$ cat src/rtl/mem_arbiter_if.sv
// CPU imem/dmem request ports and the unified memory port of the arbiter.
// slave = arbiter side, master = CPU core and memory side.
interface mem_arbiter_if;
  logic [31:0] imem_addr;
  logic [3:0]  imem_rmask;
  logic [31:0] imem_rdata;
  logic        imem_resp;
  logic [31:0] dmem_addr;
  logic [3:0]  dmem_rmask;
  logic [3:0]  dmem_wmask;
  logic [31:0] dmem_wdata;
  logic [31:0] dmem_rdata;
  logic        dmem_resp;
  logic [31:0] mem_addr;
  logic [3:0]  mem_rmask;
  logic [3:0]  mem_wmask;
  logic [31:0] mem_wdata;
  logic [31:0] mem_rdata;
  logic        mem_resp;

  modport slave (
    input  imem_addr, imem_rmask,
    output imem_rdata, imem_resp,
    input  dmem_addr, dmem_rmask,
    input  dmem_wmask, dmem_wdata,
    output dmem_rdata, dmem_resp,
    output mem_addr, mem_rmask,
    output mem_wmask, mem_wdata,
    input  mem_rdata, mem_resp
  );

  modport master (
    output imem_addr, imem_rmask,
    input  imem_rdata, imem_resp,
    output dmem_addr, dmem_rmask,
    output dmem_wmask, dmem_wdata,
    input  dmem_rdata, dmem_resp,
    input  mem_addr, mem_rmask,
    input  mem_wmask, mem_wdata,
    output mem_rdata, mem_resp
  );
endinterface

$ cat src/rtl/mem_arbiter.sv
// Merges imem/dmem onto one memory port: one pending slot per port,
// one outstanding transaction, round-robin on ties, sticky error flags.
// Ports: clk, rst (sync, active high), bus (mem_arbiter_if.slave),
// err_overrun, err_spurious, err_timeout.
module mem_arbiter #(
  parameter int TIMEOUT_CYCLES = 1024,
  parameter int CNT_W          = 11
) (
  input  logic clk,
  input  logic rst,
  mem_arbiter_if.slave bus,
  output logic err_overrun,
  output logic err_spurious,
  output logic err_timeout
);

  typedef enum logic [1:0] {IDLE, ISSUE, WAIT} state_t;

  state_t state, nxt;

  logic        i_vld;
  logic [31:0] i_addr;
  logic [3:0]  i_rmask;
  logic        d_vld;
  logic [31:0] d_addr;
  logic [3:0]  d_rmask;
  logic [3:0]  d_wmask;
  logic [31:0] d_wdata;

  logic own_d;
  logic last_d;
  logic [CNT_W-1:0] cnt;

  logic i_req, d_req;
  logic pick_d;
  logic tmo_hit, done;

  assign i_req = |bus.imem_rmask;
  assign d_req = |bus.dmem_rmask | |bus.dmem_wmask;

  // On a tie the port that did not win last time gets the grant.
  assign pick_d = d_vld & (~i_vld | ~last_d);

  assign tmo_hit = (state == WAIT) & ~bus.mem_resp
                 & (cnt == CNT_W'(TIMEOUT_CYCLES - 1));
  assign done = (state == WAIT) & (bus.mem_resp | tmo_hit);

  always_comb begin
    nxt = state;
    unique case (state)
      IDLE:    if (i_vld | d_vld) nxt = ISSUE;
      ISSUE:   nxt = WAIT;
      WAIT:    if (done) nxt = IDLE;
      default: nxt = IDLE;
    endcase
  end

  always_comb begin
    bus.mem_addr   = '0;
    bus.mem_rmask  = '0;
    bus.mem_wmask  = '0;
    bus.mem_wdata  = '0;
    bus.imem_resp  = 1'b0;
    bus.imem_rdata = '0;
    bus.dmem_resp  = 1'b0;
    bus.dmem_rdata = '0;
    if ((state == ISSUE) && !rst) begin
      if (own_d) begin
        bus.mem_addr  = d_addr & ~32'h3;
        bus.mem_rmask = d_rmask;
        bus.mem_wmask = d_wmask;
        bus.mem_wdata = d_wdata;
      end else begin
        bus.mem_addr  = i_addr & ~32'h3;
        bus.mem_rmask = i_rmask;
      end
    end
    // A timeout completes the request with zero data.
    if (done && !rst) begin
      if (own_d) begin
        bus.dmem_resp  = 1'b1;
        bus.dmem_rdata = bus.mem_resp ? bus.mem_rdata : '0;
      end else begin
        bus.imem_resp  = 1'b1;
        bus.imem_rdata = bus.mem_resp ? bus.mem_rdata : '0;
      end
    end
  end

  always_ff @(posedge clk) begin
    if (rst) begin
      state        <= IDLE;
      i_vld        <= 1'b0;
      i_addr       <= '0;
      i_rmask      <= '0;
      d_vld        <= 1'b0;
      d_addr       <= '0;
      d_rmask      <= '0;
      d_wmask      <= '0;
      d_wdata      <= '0;
      own_d        <= 1'b0;
      last_d       <= 1'b0;
      cnt          <= '0;
      err_overrun  <= 1'b0;
      err_spurious <= 1'b0;
      err_timeout  <= 1'b0;
    end else begin
      state <= nxt;
      if ((state == IDLE) && (i_vld | d_vld)) begin
        own_d  <= pick_d;
        last_d <= pick_d;
      end
      if (state == ISSUE) cnt <= '0;
      else if ((state == WAIT) && !done) cnt <= cnt + 1'b1;

      if (i_req) begin
        if (i_vld) err_overrun <= 1'b1;
        else begin
          i_vld   <= 1'b1;
          i_addr  <= bus.imem_addr;
          i_rmask <= bus.imem_rmask;
        end
      end
      if (done && !own_d) i_vld <= 1'b0;

      if (d_req) begin
        if (d_vld) err_overrun <= 1'b1;
        else begin
          d_vld   <= 1'b1;
          d_addr  <= bus.dmem_addr;
          d_rmask <= bus.dmem_rmask;
          d_wmask <= bus.dmem_wmask;
          d_wdata <= bus.dmem_wdata;
        end
      end
      if (done && own_d) d_vld <= 1'b0;

      if (bus.mem_resp && (state != WAIT)) err_spurious <= 1'b1;
      if (tmo_hit) err_timeout <= 1'b1;
    end
  end

endmodule

$ cat src/flat_wrapper.sv
// flat-port wrapper written by rule: the top's interface ports become plain ports
module mem_arbiter_flat 
#(
  parameter int TIMEOUT_CYCLES = 1024,
  parameter int CNT_W          = 11
)
  (clk, rst, err_overrun, err_spurious, err_timeout, bus_imem_addr, bus_imem_rmask, bus_imem_rdata, bus_imem_resp, bus_dmem_addr, bus_dmem_rmask, bus_dmem_wmask, bus_dmem_wdata, bus_dmem_rdata, bus_dmem_resp, bus_mem_addr, bus_mem_rmask, bus_mem_wmask, bus_mem_wdata, bus_mem_rdata, bus_mem_resp);
  mem_arbiter_if bus_i ();
  input  logic clk;
  input  logic rst;
  output logic err_overrun;
  output logic err_spurious;
  output logic err_timeout;
  input wire logic [$bits(bus_i.imem_addr)-1:0] bus_imem_addr;
  input wire logic [$bits(bus_i.imem_rmask)-1:0] bus_imem_rmask;
  output wire logic [$bits(bus_i.imem_rdata)-1:0] bus_imem_rdata;
  output wire logic [$bits(bus_i.imem_resp)-1:0] bus_imem_resp;
  input wire logic [$bits(bus_i.dmem_addr)-1:0] bus_dmem_addr;
  input wire logic [$bits(bus_i.dmem_rmask)-1:0] bus_dmem_rmask;
  input wire logic [$bits(bus_i.dmem_wmask)-1:0] bus_dmem_wmask;
  input wire logic [$bits(bus_i.dmem_wdata)-1:0] bus_dmem_wdata;
  output wire logic [$bits(bus_i.dmem_rdata)-1:0] bus_dmem_rdata;
  output wire logic [$bits(bus_i.dmem_resp)-1:0] bus_dmem_resp;
  output wire logic [$bits(bus_i.mem_addr)-1:0] bus_mem_addr;
  output wire logic [$bits(bus_i.mem_rmask)-1:0] bus_mem_rmask;
  output wire logic [$bits(bus_i.mem_wmask)-1:0] bus_mem_wmask;
  output wire logic [$bits(bus_i.mem_wdata)-1:0] bus_mem_wdata;
  input wire logic [$bits(bus_i.mem_rdata)-1:0] bus_mem_rdata;
  input wire logic [$bits(bus_i.mem_resp)-1:0] bus_mem_resp;
  assign bus_i.imem_addr = bus_imem_addr;
  assign bus_i.imem_rmask = bus_imem_rmask;
  assign bus_imem_rdata = bus_i.imem_rdata;
  assign bus_imem_resp = bus_i.imem_resp;
  assign bus_i.dmem_addr = bus_dmem_addr;
  assign bus_i.dmem_rmask = bus_dmem_rmask;
  assign bus_i.dmem_wmask = bus_dmem_wmask;
  assign bus_i.dmem_wdata = bus_dmem_wdata;
  assign bus_dmem_rdata = bus_i.dmem_rdata;
  assign bus_dmem_resp = bus_i.dmem_resp;
  assign bus_mem_addr = bus_i.mem_addr;
  assign bus_mem_rmask = bus_i.mem_rmask;
  assign bus_mem_wmask = bus_i.mem_wmask;
  assign bus_mem_wdata = bus_i.mem_wdata;
  assign bus_i.mem_rdata = bus_mem_rdata;
  assign bus_i.mem_resp = bus_mem_resp;
  mem_arbiter #(.TIMEOUT_CYCLES(TIMEOUT_CYCLES), .CNT_W(CNT_W)) u_core (.clk(clk), .rst(rst), .bus(bus_i), .err_overrun(err_overrun), .err_spurious(err_spurious), .err_timeout(err_timeout));
endmodule
$ cat config.mk
export PLATFORM = sky130hd
export DESIGN_NAME = mem_arbiter_flat
export DESIGN_NICKNAME = d
export VERILOG_FILES = /design/src/rtl/mem_arbiter_if.sv /design/src/rtl/mem_arbiter.sv /design/src/flat_wrapper.sv
export SDC_FILE = /design/constraint.sdc
export NUM_CORES = 1
export LEC_CHECK = 0
export BUFFER_PORTS_ARGS = -buffer_cell sky130_fd_sc_hd__buf_2
export CAP_MARGIN = 0
export CORE_UTILIZATION = 25
export DETAILED_ROUTE_END_ITERATION = 12
export PLACE_DENSITY_LB_ADDON = 0.05
export SYNTH_ARGS = -nofsm -noshare
export SYNTH_HDL_FRONTEND = slang
export SYNTH_SLANG_ARGS = --single-unit
$ cat constraint.sdc
create_clock -name clk -period 2.05 [get_ports clk]
set_clock_uncertainty 0.2 [all_clocks]
set_input_delay 0.1025 -clock clk [delete_from_list [all_inputs] [get_ports clk]]
set_output_delay 0.1025 -clock clk [all_outputs]
set_load 0.005 [all_outputs]
# Yosys cells after proc, flatten, opt, wreduce, memory -nomap -nowiden
# Cells that the tools add are included.
# word_totals
register_bits	127
latchBits	0
mem_bits_rw	0
romBits	0
input_bits	143
output_inout_bits	141
elab_cells	77
n_memories	0
# classes
n_addsub	1
mul	0
div_mod_pow	0
n_lt_le_gt_ge	0
n_eq_ne	6
shift	0
mux	24
n_bitwise	12
n_reduce_logical	20
# ops
cell	count
2-to-1 mux 32 bit	9
2-to-1 mux 4 bit	4
OR reduction 4 bit	3
adder 11 x 1 -> 11 bit, second input constant	1
equality test 11 x 10 -> 1 bit, second input constant	1
2-to-1 mux 1 bit	8
logical AND 1 bit	7
case mux 2 bit (3 select lines)	1
AND reduction 2 bit	3
OR reduction 2 bit	3
bitwise AND 1 bit	4
2-to-1 mux 2 bit	2
!= test 2 x 1 -> 1 bit, second input constant	2
NOT 1 bit	4
bitwise OR 1 bit	4
logical NOT 1 bit	3
equality test 2 x 1 -> 1 bit, second input constant	1
equality test 2 bit, second input constant	1
logical NOT 2 bit	1
!= test 2 bit, second input constant	1

# Depth between registers and ports, before layout
# Gate-level depths: netlist (run 1).
# depth
word_depth	7
depth_mapped	6
mapped_depth_nobuf	5

# Worst setup path after synthesis (run 1)
# OpenSTA, ideal clock, no wires.
# synth_timing
path_type	reg2reg
from	register u_core.cnt[0]
to	register u_core.d_vld
t_arrival_ps	1441
required_time_ps	1735
setup_slack_ps	295
stages_incl_launch_ff	7
path_buffers	1
synth_period_minus_slack_ps	1755
cell_sequence	dfxtp_1 ha_1 nand3_1 nor3_1 buf_2 o21ai_1 o21a_1
# synth_via
elab_chain_len	6
# synth_rtl
element	line_no	source
start: declaration	mem_arbiter.sv:32	logic [CNT_W-1:0] cnt;
start signal: assignment	mem_arbiter.sv:114	else if ((state == WAIT) && !done) cnt <= cnt + 1'b1;
equality test 11 x 10 -> 1 bit	mem_arbiter.sv:45	& (cnt == CNT_W'(TIMEOUT_CYCLES - 1));
bitwise AND 1 bit	mem_arbiter.sv:45	
bitwise OR 1 bit	mem_arbiter.sv:46	assign done = (state == WAIT) & (bus.mem_resp | tmo_hit);
bitwise AND 1 bit	mem_arbiter.sv:46	
logical AND 1 bit	mem_arbiter.sv:136	if (done && own_d) d_vld <= 1'b0;
OR reduction 2 bit (no source line)	-	
end signal: assignment	mem_arbiter.sv:96	d_vld <= 1'b0;
end signal: assignment	mem_arbiter.sv:129	d_vld <= 1'b1;
end signal: assignment	mem_arbiter.sv:136	
end: declaration	mem_arbiter.sv:24	logic d_vld;
# Every way passes these cells.
# A chain may end at the register's enable or synchronous reset.

# Final worst setup path (run 1)
# layout_timing
from	register u_core.cnt[1]
to	register u_core.cnt[9]
# layout_via
elab_chain_len	6
elab_cells_between_ends	7
cone_classes	1 x add/sub; 1 x eq/ne; 3 x bitwise; 2 x reduce/logical
# layout_rtl
element	line_no
equality test 11 x 10 -> 1 bit	mem_arbiter.sv:45
bitwise AND 1 bit	mem_arbiter.sv:45
bitwise OR 1 bit	mem_arbiter.sv:46
bitwise AND 1 bit	mem_arbiter.sv:46
logical NOT 1 bit	mem_arbiter.sv:114
logical AND 1 bit	mem_arbiter.sv:114
# Several ways; a longest one is shown, not always the timed one.

==> impl_metrics.py, run 1 <==
metrics = {
    "pwr": {
        "p_per_area_mw_per_mm2": 688,
        "power_mw": 6.46,
        "pwr-share-seq_pct": 40.5,
        "comb_power_share_pct": 15.9,
        "leakage_nw": 4.44,
        "p_sw_share_pct": 27.0,
        "ir_drop_uv": 544,
        "pwr-share-clk_pct": 43.6,
        "p_sw_mw": 1.74,
        "intPower_mw": 4.72,
    },
    "yosys": {
        "syn_inst": 782,
        "synthesis.area_sq_mm": 0.00574,
        "synthMuxAreaShare_pct": 7.33,
        "synth-edff-count": 0,
        "syn_area_per_cell_sq_um": 7.34,
        "synth_compound_area_share_pct": 11.7,
        "ys_warn_count": 0,
        "synth.distinct_cells": 38,
        "synth_flop_cell": "dfxtp_1",
        "async_reset_ff_share_pct": 0,
        "synth_fa_ha_area_share_pct": 0.218,
        "synth-seq-cells": 123,
        "synth_simple_gate_area_share_pct": 32.8,
        "synth_top_family_by_area": "simple AND/OR/NAND/NOR gates",
        "synth_xor_area_share_pct": 0,
        "yosysSeqAreaShare_pct": 42.9,
    },
    "drt": {
        "drt_pass1_iterations": 6,
        "wl_per_cell_microns": 14.7,
        "finalWirelength_microns": 21500,
        "vias_per_cell": 4.51,
        "post-route-drc-count": 0,
        "drtAntennaViolNets": 0,
        "vias": 6592,
        "drt_iter0_drc": 308,
    },
    "sta": {
        "period_share_pct": 97.2,
        "slew_headroom_pct": 66.6,
        "max_slew.worst_pin.slew_ns": 0.501,
        "drv_slew": 0,
        "min_period_ns": 1.99,
        "setup_viol": 0,
        "hold_violations": 0,
        "tns_ns": 0,
        "fmax_mhz": 502,
        "rsz0062_at_grt": "true",
    },
    "clocking": {
        "clock_path_buffers": 2,
        "cts_tree": "done",
        "cts_sinks": 123,
        "cts_buffers": 17,
        "insertion_delay_ns": 0.40,
        "clk_pin_slew_ns": 0.06,
        "htree_levels": 4,
        "cts_root_buf": "clkbuf_16",
    },
    "critical_path": {
        "cp_max_fo": 14,
        "worst_path_largest_cell_delay_ns": 0.50,
        "cp_cell_sequence": "ha_4 -> nand3_4 -> nor3_2 -> buf_4 -> buf_4 -> buf_4 -> or4_1 -> a21oi_1",
        "crit_slowest_cell": "or4_1",
        "cp_top_family": "simple AND/OR/NAND/NOR gates",
        "cp.required_ns": 2.19,
        "critical_path.most_common_cell": "buf_4",
        "endpoint_kind": "flop",
        "crit_path_start_kind": "flop",
        "criticalPathCategory": "flop to flop",
        "crit_buf_inv": 3,
        "worstPathArrival_ns": 2.13,
    },
    "global_route": {
        "grt_pass1_vias": 6525,
        "overflow": 0,
        "grtUsageTotal_pct": 17.6,
        "grt_max_degree": 64,
        "antenna_found_initial": 1,
        "grt_pass1_wl_microns": 33100,
    },
    "final_layout": {
        "nNetsFinal": 1307,
        "area_delta_synth_final_pct": 63.7,
        "layout-drive-gt1-share_pct": 31.0,
        "final.fill_count": 2390,
        "layout.cells.non_filler": 1462,
    },
    "die": {
        "num_rows": 55,
        "die_w_microns": 153,
        "die_y_microns": 153,
        "initial_core_util_pct": 25.4,
        "design.core.area_sq_mm": 0.0226,
        "die_area_sq_mm": 0.0236,
        "boundaryPins": 284,
    },
    "placement": {
        "place_inst": 1305,
        "io_buffers": 277,
        "place.detailed.hpwl_microns": 13500,
        "place_congestion": 0.726,
    },
    "outcome": {
        "status": "completed",
    },
    "worst_hold_path": {
        "min_path_type": "input pin to flop",
    },
    "run": {
        "drv_cap": 0,
    },
}
per-layer routing:
layer,part of all wire (%),vias to the layer above,GRT usage (%)
met5,0,-,0
met4,2.4,0,6.81
met3,5.1,22,4.22
met2,49,184,30.6
met1,44,3059,20.6
li1,-,3327,-
cells in the final DEF (no fill, tap or decap), types with 5 or more instances in the layout:
master	n
buf_4	25
nand2b_1	35
mux2i_1	42
dfxtp_1	114
clkinvlp_4	5
buf_12	5
nand3_1	6
dfxtp_2	5
nand2_1	188
buf_2	276
nor2_1	120
and3_1	37
a21oi_1	107
dlygate4sd3_1	115
o21ai_0	7
clkbuf_16	19
layout make-up:
class | count | area, sq um | share of cell area [%]
multi-input combinational | 593 | 3080 | 32.8
timing repair buffer | 424 | 2900 | 30.9
sequential | 123 | 2480 | 26.4
tap | 285 | 357 | 3.80
clock buffer | 19 | 433 | 4.61
antenna | 1 | 2.50 | 0.0266
inverter | 4 | 15.0 | 0.160
clock inverter | 13 | 121 | 1.29
sequential cells by signal, summed over array words and instances (netlist names), 2 cells and up:
| signal | cells |
|---|---|
| u_core.d_addr | 30 |
| u_core.d_wdata | 32 |
| u_core.cnt | 11 |
| u_core.d_wmask | 4 |
| u_core.state | 2 |
| u_core.i_rmask | 4 |
| u_core.i_addr | 30 |
| u_core.d_rmask | 4 |
cell families after synthesis:
family,after synthesis
compound gates,128
fa+ha+maj,1
buf+inv,67
flops,123
mux,42
other cells,1
simple gates,420
power by group through the flow:
stage | registers (mW) | logic, mW | clock network, mW
detailed placement | 2.67 | 0.818 | 0
finish | 2.62 | 1.02 | 2.82
global route | 2.63 | 1.13 | 3.03
global placement | 2.67 | 0.821 | 0
CTS | 2.62 | 1.00 | 2.92
floorplan | 2.63 | 0.481 | 0
synth_stat cells (all sizes together) (6+ instances only):
master,instances,area (sq um)
nand2,188,706
dfxtp,123,2460
nor2,121,454
a21oi,108,541
clkbuf,42,158
mux2i,42,420
and3,37,231
nand2b,35,219
buf,21,113
o21ai,8,40.0
nand3,7,35.0
nor2b,6,37.5
nor3,6,30.0
path summary, 6_finish.rpt:
check,start,endpoint,slack (ns),cells past startpoint
setup / recovery,u_core.cnt[1],u_core.cnt[9],0.06,8
hold / removal,bus_dmem_rmask[2],u_core.err_overrun,0.03,6
setup reg to reg,u_core.cnt[1],u_core.cnt[9],0.06,8
hold reg to reg,u_core.d_wdata[11],u_core.d_wdata[11],0.25,2
timing repair:
| action | 4_1_cts | 5_1_grt |
|---|---|---|
| buffers inserted | 1 | 6 |
| hold buffers | 115 | 0 |
| setup endpoints to repair | 62 | 75 |
| pin swaps | 0 | 5 |
| endpoints found under the hold margin | 108 | 0 |
| resized for setup | 10 | 18 |
| gates cloned | 0 | 2 |
stage by stage:
stage	instance area (sq um)	worst slack [ns]	hold WS (ns)	util, %
3_5_place_dp	7480	0.182	0.149	33.1
5_1_grt	9390	-0.0729	0.0395	41.6
3_3_place_gp	7480	0.230	0.146	33.1
6_report	9390	0.0577	0.0275	41.6
4_1_cts	9240	-0.00371	0.00260	40.9
2_1_floorplan	5740	0.295	0.0385	-
tightest hold or removal path: stages:
cell      delay [ns]
buf_2           0.10
nor4_2          0.04
buf_4           0.14
nand2_1         0.06
a221oi_1        0.07
nor2_1          0.07
Power figures use the tool's default switching activity.
==> run 2: changes to the inputs <==
- BUFFER_PORTS_ARGS: -buffer_cell sky130_fd_sc_hd__buf_2 -> unset
- DONT_BUFFER_PORTS: unset -> 1
==> impl_metrics.py, run 2 (synthesis results as in run 1) <==
metrics = {
    "outcome": {
        "status": "completed",
    },
    "drt": {
        "post-route-drc-count": 0,
        "vias": 5946,
        "wl_per_cell_microns": 17.4,
        "drtAntennaViolNets": 0,
        "drt_pass1_iterations": 6,
        "finalWirelength_microns": 21300,
        "drt_iter0_drc": 319,
        "vias_per_cell": 4.84,
    },
    "pwr": {
        "leakage_nw": 3.49,
        "ir_drop_uv": 495,
        "power_mw": 6.60,
        "p_per_area_mw_per_mm2": 775,
    },
    "final_layout": {
        "largest_reg_flops": 32,
        "reg.largest.list": "u_core.d_wdata: 32 flops, u_core.d_addr: 30 flops, u_core.i_addr: 30 flops",
        "regMostFlops": "u_core.d_wdata",
        "regArea_sq_mm": 0.00247,
        "layout-drive-gt1-share_pct": 9.25,
        "final.fill_count": 2374,
        "area_delta_synth_final_pct": 48.5,
        "post-route-util_pct": 37.7,
        "layout_common_cells": "nand2_1, dlygate4sd3_1, nor2_1, dfxtp_1, a21oi_1",
        "final_cell_area_sq_mm": 0.00852,
        "multi_input_area_sq_mm": 0.00305,
        "final_common_cell": "nand2_1",
        "nNetsFinal": 1073,
    },
    "sta": {
        "period_share_pct": 98.1,
        "max_slew.worst_pin.slew_ns": 0.917,
        "setup_viol": 0,
        "hold_violations": 0,
        "slew_headroom_pct": 38.6,
        "min_period_ns": 2.01,
        "drv_slew": 0,
        "tns_ns": 0,
        "rsz0062_at_grt": "true",
        "fmax_mhz": 497,
    },
    "critical_path": {
        "crit_path_start_kind": "flop",
        "worst_path_largest_cell_delay_ns": 0.57,
        "worstPathArrival_ns": 2.16,
        "cp.required_ns": 2.20,
        "endpoint_kind": "flop",
        "criticalPathCategory": "flop to flop",
        "crit_buf_inv": 3,
        "cp_cell_sequence": "a21oi_4 -> buf_12 -> buf_6 -> nand2_1 -> a21oi_1 -> dlygate4sd3_1",
        "cp_max_fo": 13,
        "crit_slowest_cell": "dlygate4sd3_1",
        "cp_top_family": "buffers and inverters",
        "ff2ff_setup_slack_ns": 0.04,
    },
    "die": {
        "initial_core_util_pct": 25.4,
        "design.core.area_sq_mm": 0.0226,
        "num_rows": 55,
        "die_w_microns": 153,
        "die_area_sq_mm": 0.0236,
        "boundaryPins": 284,
        "die_y_microns": 153,
    },
    "run": {
        "drv_cap": 0,
    },
    "global_route": {
        "overflow": 0,
        "grt_max_degree": 61,
        "antenna_found_initial": 2,
        "grt_pass1_wl_microns": 31300,
        "grt_pass1_vias": 5935,
        "grtUsageTotal_pct": 17.2,
    },
    "placement": {
        "postPlaceCellArea_sq_mm": 0.00610,
        "place_congestion": 0.752,
        "io_buffers": 0,
        "place.detailed.hpwl_microns": 12600,
    },
    "clocking": {
        "insertion_delay_ns": 0.41,
        "cts_tree": "done",
        "cts_sinks": 123,
        "clk_pin_slew_ns": 0.05,
        "clock_path_buffers": 2,
        "htree_levels": 4,
        "cts_buffers": 17,
        "cts_root_buf": "clkbuf_16",
    },
    "worst_hold_path": {
        "min_path_type": "input pin to flop",
    },
}
## run 2: changes by cell type in the layout (fill, tap and decap cells not counted), moves of 6 or more
cell	delta
buf_4	-7
buf_2	-276
buf_12	+6
dlygate4sd3_1	+39
## run 2: final cells by class
type | count | area share (%)
inverters | 4 | 0.176
repair buffers | 190 | 23.7
clock buffers | 20 | 5.61
clock inverters | 11 | 1.38
well taps | 285 | 4.19
flip-flops and latches | 123 | 29.0
diodes | 2 | 0.0588
multi-input cells | 593 | 35.8
## run 2: metal layers
layer / share of wire (%) / vias up / routed length (microns) / track usage [%]
met4: 2.2 / 0 / 466 / 6.86
met1: 43 / 2862 / 9090 / 19.6
met2: 50 / 193 / 10600 / 30.5
met5: 0 / - / 0 / 0
li1: - / 2871 / - / -
met3: 5.6 / 20 / 1200 / 4.20
## run 2: tightest hold or removal path: cells and delay by family
kind	cells	cell delay, ns
buf+inv	1	0.22
simple gates	2	0.22
compound gates	1	0.08
## run 2: path summary, 6_finish.rpt
kind	cells past startpoint	from	end
max	6	u_core.d_vld	u_core.d_wdata[18]
min	4	bus_imem_rmask[2]	u_core.err_overrun
max reg2reg	6	u_core.d_vld	u_core.d_wdata[18]
min reg2reg	2	u_core.i_addr[22]	u_core.i_addr[22]
## run 2: where the power goes
part | internal, mW | leakage (nW) | switching (mW) | total [mW]
Sequential | 2.53 | 1.02 | 0.0839 | 2.61
Combinational | 0.484 | 2.18 | 0.477 | 0.960
Clock | 1.91 | 0.293 | 1.12 | 3.03
Total | 4.93 | 3.49 | 1.68 | 6.60
## run 2: metrics by stage
| step | setup WS, ns | hold WS (ns) | cells |
|---|---|---|---|
| 2_1_floorplan | 0.295 | 0.0385 | 783 |
| 3_3_place_gp | 0.154 | -0.0104 | 1027 |
| 3_5_place_dp | 0.0858 | -0.0138 | 1027 |
| 4_1_cts | 0.00858 | 0.0810 | 1216 |
| 5_1_grt | -0.0360 | 0.0864 | 1228 |
| 6_report | 0.0382 | 0.0533 | 1228 |
## run 2: timing repair
action	CTS	global route
hold buffers	157	0
pin swaps	2	1
setup buffers	1	7
gates resized for setup	13	6
endpoints found under the hold margin	123	0
gates cloned	0	3
setup endpoints to repair	40	34
==> run 3: changes to the inputs <==
- ABC_AREA: unset -> 1
==> impl_metrics.py, run 3 <==
metrics = {
    "final_layout": {
        "regArea_sq_mm": 0.00248,
        "final.fill_count": 2860,
        "final_cell_area_sq_mm": 0.00954,
        "multi_input_area_sq_mm": 0.00375,
        "regMostFlops": "u_core.d_wdata",
        "final_common_cell": "nor2_1",
        "largest_reg_flops": 32,
        "nNetsFinal": 1330,
        "layout_common_cells": "nor2_1, nand2_1, inv_1, dlygate4sd3_1, dfxtp_1",
        "reg.largest.list": "u_core.d_wdata: 32 flops, u_core.d_addr: 30 flops, u_core.i_addr: 30 flops",
        "layout-drive-gt1-share_pct": 13.9,
        "post-route-util_pct": 36.2,
        "area_delta_synth_final_pct": 40.2,
    },
    "outcome": {
        "status": "finished, violations left",
        "violations": "negative setup slack",
    },
    "die": {
        "boundaryPins": 284,
        "design.core.area_sq_mm": 0.0264,
        "die_area_sq_mm": 0.0279,
        "die_w_microns": 167,
        "initial_core_util_pct": 25.8,
        "num_rows": 59,
        "die_y_microns": 167,
    },
    "drt": {
        "drt_iter0_drc": 232,
        "drt_pass1_iterations": 5,
        "met2WireLength_microns": 10400,
        "finalWirelength_microns": 22300,
        "highest_layer": "met5",
        "wl_met1_microns": 9940,
        "dr_wl_met3_microns": 1400,
        "wl_per_cell_microns": 14.5,
        "vias": 6836,
        "post-route-drc-count": 0,
        "drtAntennaViolNets": 0,
        "vias_per_cell": 4.45,
    },
    "clocking": {
        "cts_tree": "done",
        "cts_buffers": 17,
        "clk_pin_slew_ns": 0.06,
        "clock_path_buffers": 2,
        "cts_sinks": 123,
        "htree_levels": 4,
        "insertion_delay_ns": 0.41,
        "cts_root_buf": "clkbuf_16",
    },
    "placement": {
        "io_buffers": 0,
        "place.detailed.hpwl_microns": 14300,
        "place_congestion": 0.720,
        "postPlaceCellArea_sq_mm": 0.00714,
        "place_ws_ns": 0.109,
    },
    "global_route": {
        "grt_pass1_wl_microns": 34900,
        "antenna_found_initial": 2,
        "grt_max_degree": 79,
        "grt_pass1_vias": 6553,
        "overflow": 0,
        "grtUsageTotal_pct": 15.8,
    },
    "critical_path": {
        "cp.required_ns": 1.75,
        "endpoint_kind": "output pin",
        "criticalPathCategory": "flop to output pin",
        "worstPathArrival_ns": 1.88,
        "cp_max_fo": 8,
        "crit_path_start_kind": "flop",
    },
    "yosys": {
        "synth_largest_area_cell": "dfxtp_1",
        "ys_warn_count": 0,
        "syn_inst": 1085,
        "syn_area_per_cell_sq_um": 6.27,
        "synth_most_common_cell": "nor2_1",
        "synthesis.area_sq_mm": 0.00680,
        "synth-edff-count": 0,
        "yosysSeqAreaShare_pct": 36.2,
        "synth.distinct_cells": 27,
        "synth.area.top_cells": "dfxtp_1, nor2_1, nand2_1",
        "synth_top_cell_area_share_pct": 36.2,
        "synthTopCellsByCount": "nor2_1, nand2_1, dfxtp_1",
        "async_reset_ff_share_pct": 0,
        "synth-seq-cells": 123,
        "synth_flop_cell": "dfxtp_1",
    },
    "sta": {
        "fmax_mhz": 459,
        "slew_headroom_pct": 55.2,
        "hold_violations": 0,
        "period_share_pct": 106,
        "min_period_ns": 2.18,
        "setup_viol": 66,
        "rsz0062_at_grt": "true",
        "drv_slew": 0,
        "timing.final.ws_setup_ns": -0.131,
        "whs_ns": 0.0237,
        "max_slew.worst_pin.slew_ns": 0.671,
    },
    "pwr": {
        "p_per_area_mw_per_mm2": 725,
        "leakage_nw": 3.97,
        "power_mw": 6.92,
        "ir_drop_uv": 415,
    },
    "run": {
        "drv_cap": 0,
    },
    "worst_hold_path": {
        "min_path_type": "input pin to flop",
    },
}
run 3: metrics by stage:
stage | instances | setup TNS [ns]
finish | 1536 | -6.39
global route | 1535 | -13.66
CTS | 1529 | -10.23
detailed placement | 1371 | 0
global placement | 1371 | 0
floorplan | 1086 | 0
run 3: worst paths after layout:
| path | startpoint | to | slack [ns] | depth (start not counted) |
|---|---|---|---|---|
| hold / removal | rst | u_core.i_vld | 0.02 | 3 |
| setup reg to reg | u_core.cnt[1] | u_core.err_timeout | 0.15 | 9 |
| setup / recovery | u_core.cnt[1] | bus_dmem_rdata[30] | -0.13 | 9 |
| hold reg to reg | u_core.i_addr[21] | u_core.i_addr[21] | 0.25 | 2 |
run 3: kinds of logic (layout without fill, tap and decap cells):
kind of cell	Yosys count	in the layout	share of synthesized area (%)
flip-flops	123	123	36.2
other	1	4	0.0552
AND/OR/NAND/NOR	639	639	41.8
XOR/XNOR	3	3	0.387
buffers and inverters	199	312	12.4
AO/OA/AOI/OAI	119	119	8.96
adder cells (fa/ha/maj)	1	1	0.184
run 3: metal layers:
| layer | vias up | global-route usage (%) |
|---|---|---|
| li1 | 3516 | - |
| met1 | 3070 | 19.4 |
| met2 | 214 | 25.9 |
| met3 | 34 | 4.37 |
| met4 | 2 | 6.68 |
| met5 | - | 0 |
run 3: area by class of cell:
class                      count  area share (%)
multi-input combinational    764            39.4
sequential                   123            26.0
timing repair buffer         159            18.8
clock buffer                  22            5.20
inverter                     121            4.80
tap                          335            4.40
clock inverter                10            1.34
antenna                        2          0.0525
run 3: where the power goes:
| group | leakage (nW) | internal (mW) | switching [mW] |
|---|---|---|---|
| registers | 1.03 | 2.56 | 0.0794 |
| logic | 2.64 | 0.456 | 0.650 |
| clock network | 0.300 | 1.98 | 1.19 |
| total | 3.97 | 5.00 | 1.92 |
run 3: timing repair:
item,in CTS,in global routing
endpoints found under the hold margin,115,0
gates resized for setup,81,12
setup endpoints to repair,66,126
hold buffers,116,0
setup buffers,5,2
pin swaps,6,5
cloned,5,3
run 3: critical path, cell delays in order, from the launching register on:
cell and delay, ns:
dfxtp_2 0.35, ha_4 0.15, inv_2 0.04, nor2_4 0.09, nand3_4 0.08, a21oi_4 0.22, nand2_8 0.09, buf_12 0.16
buf_16 0.15, nor2_4 0.11
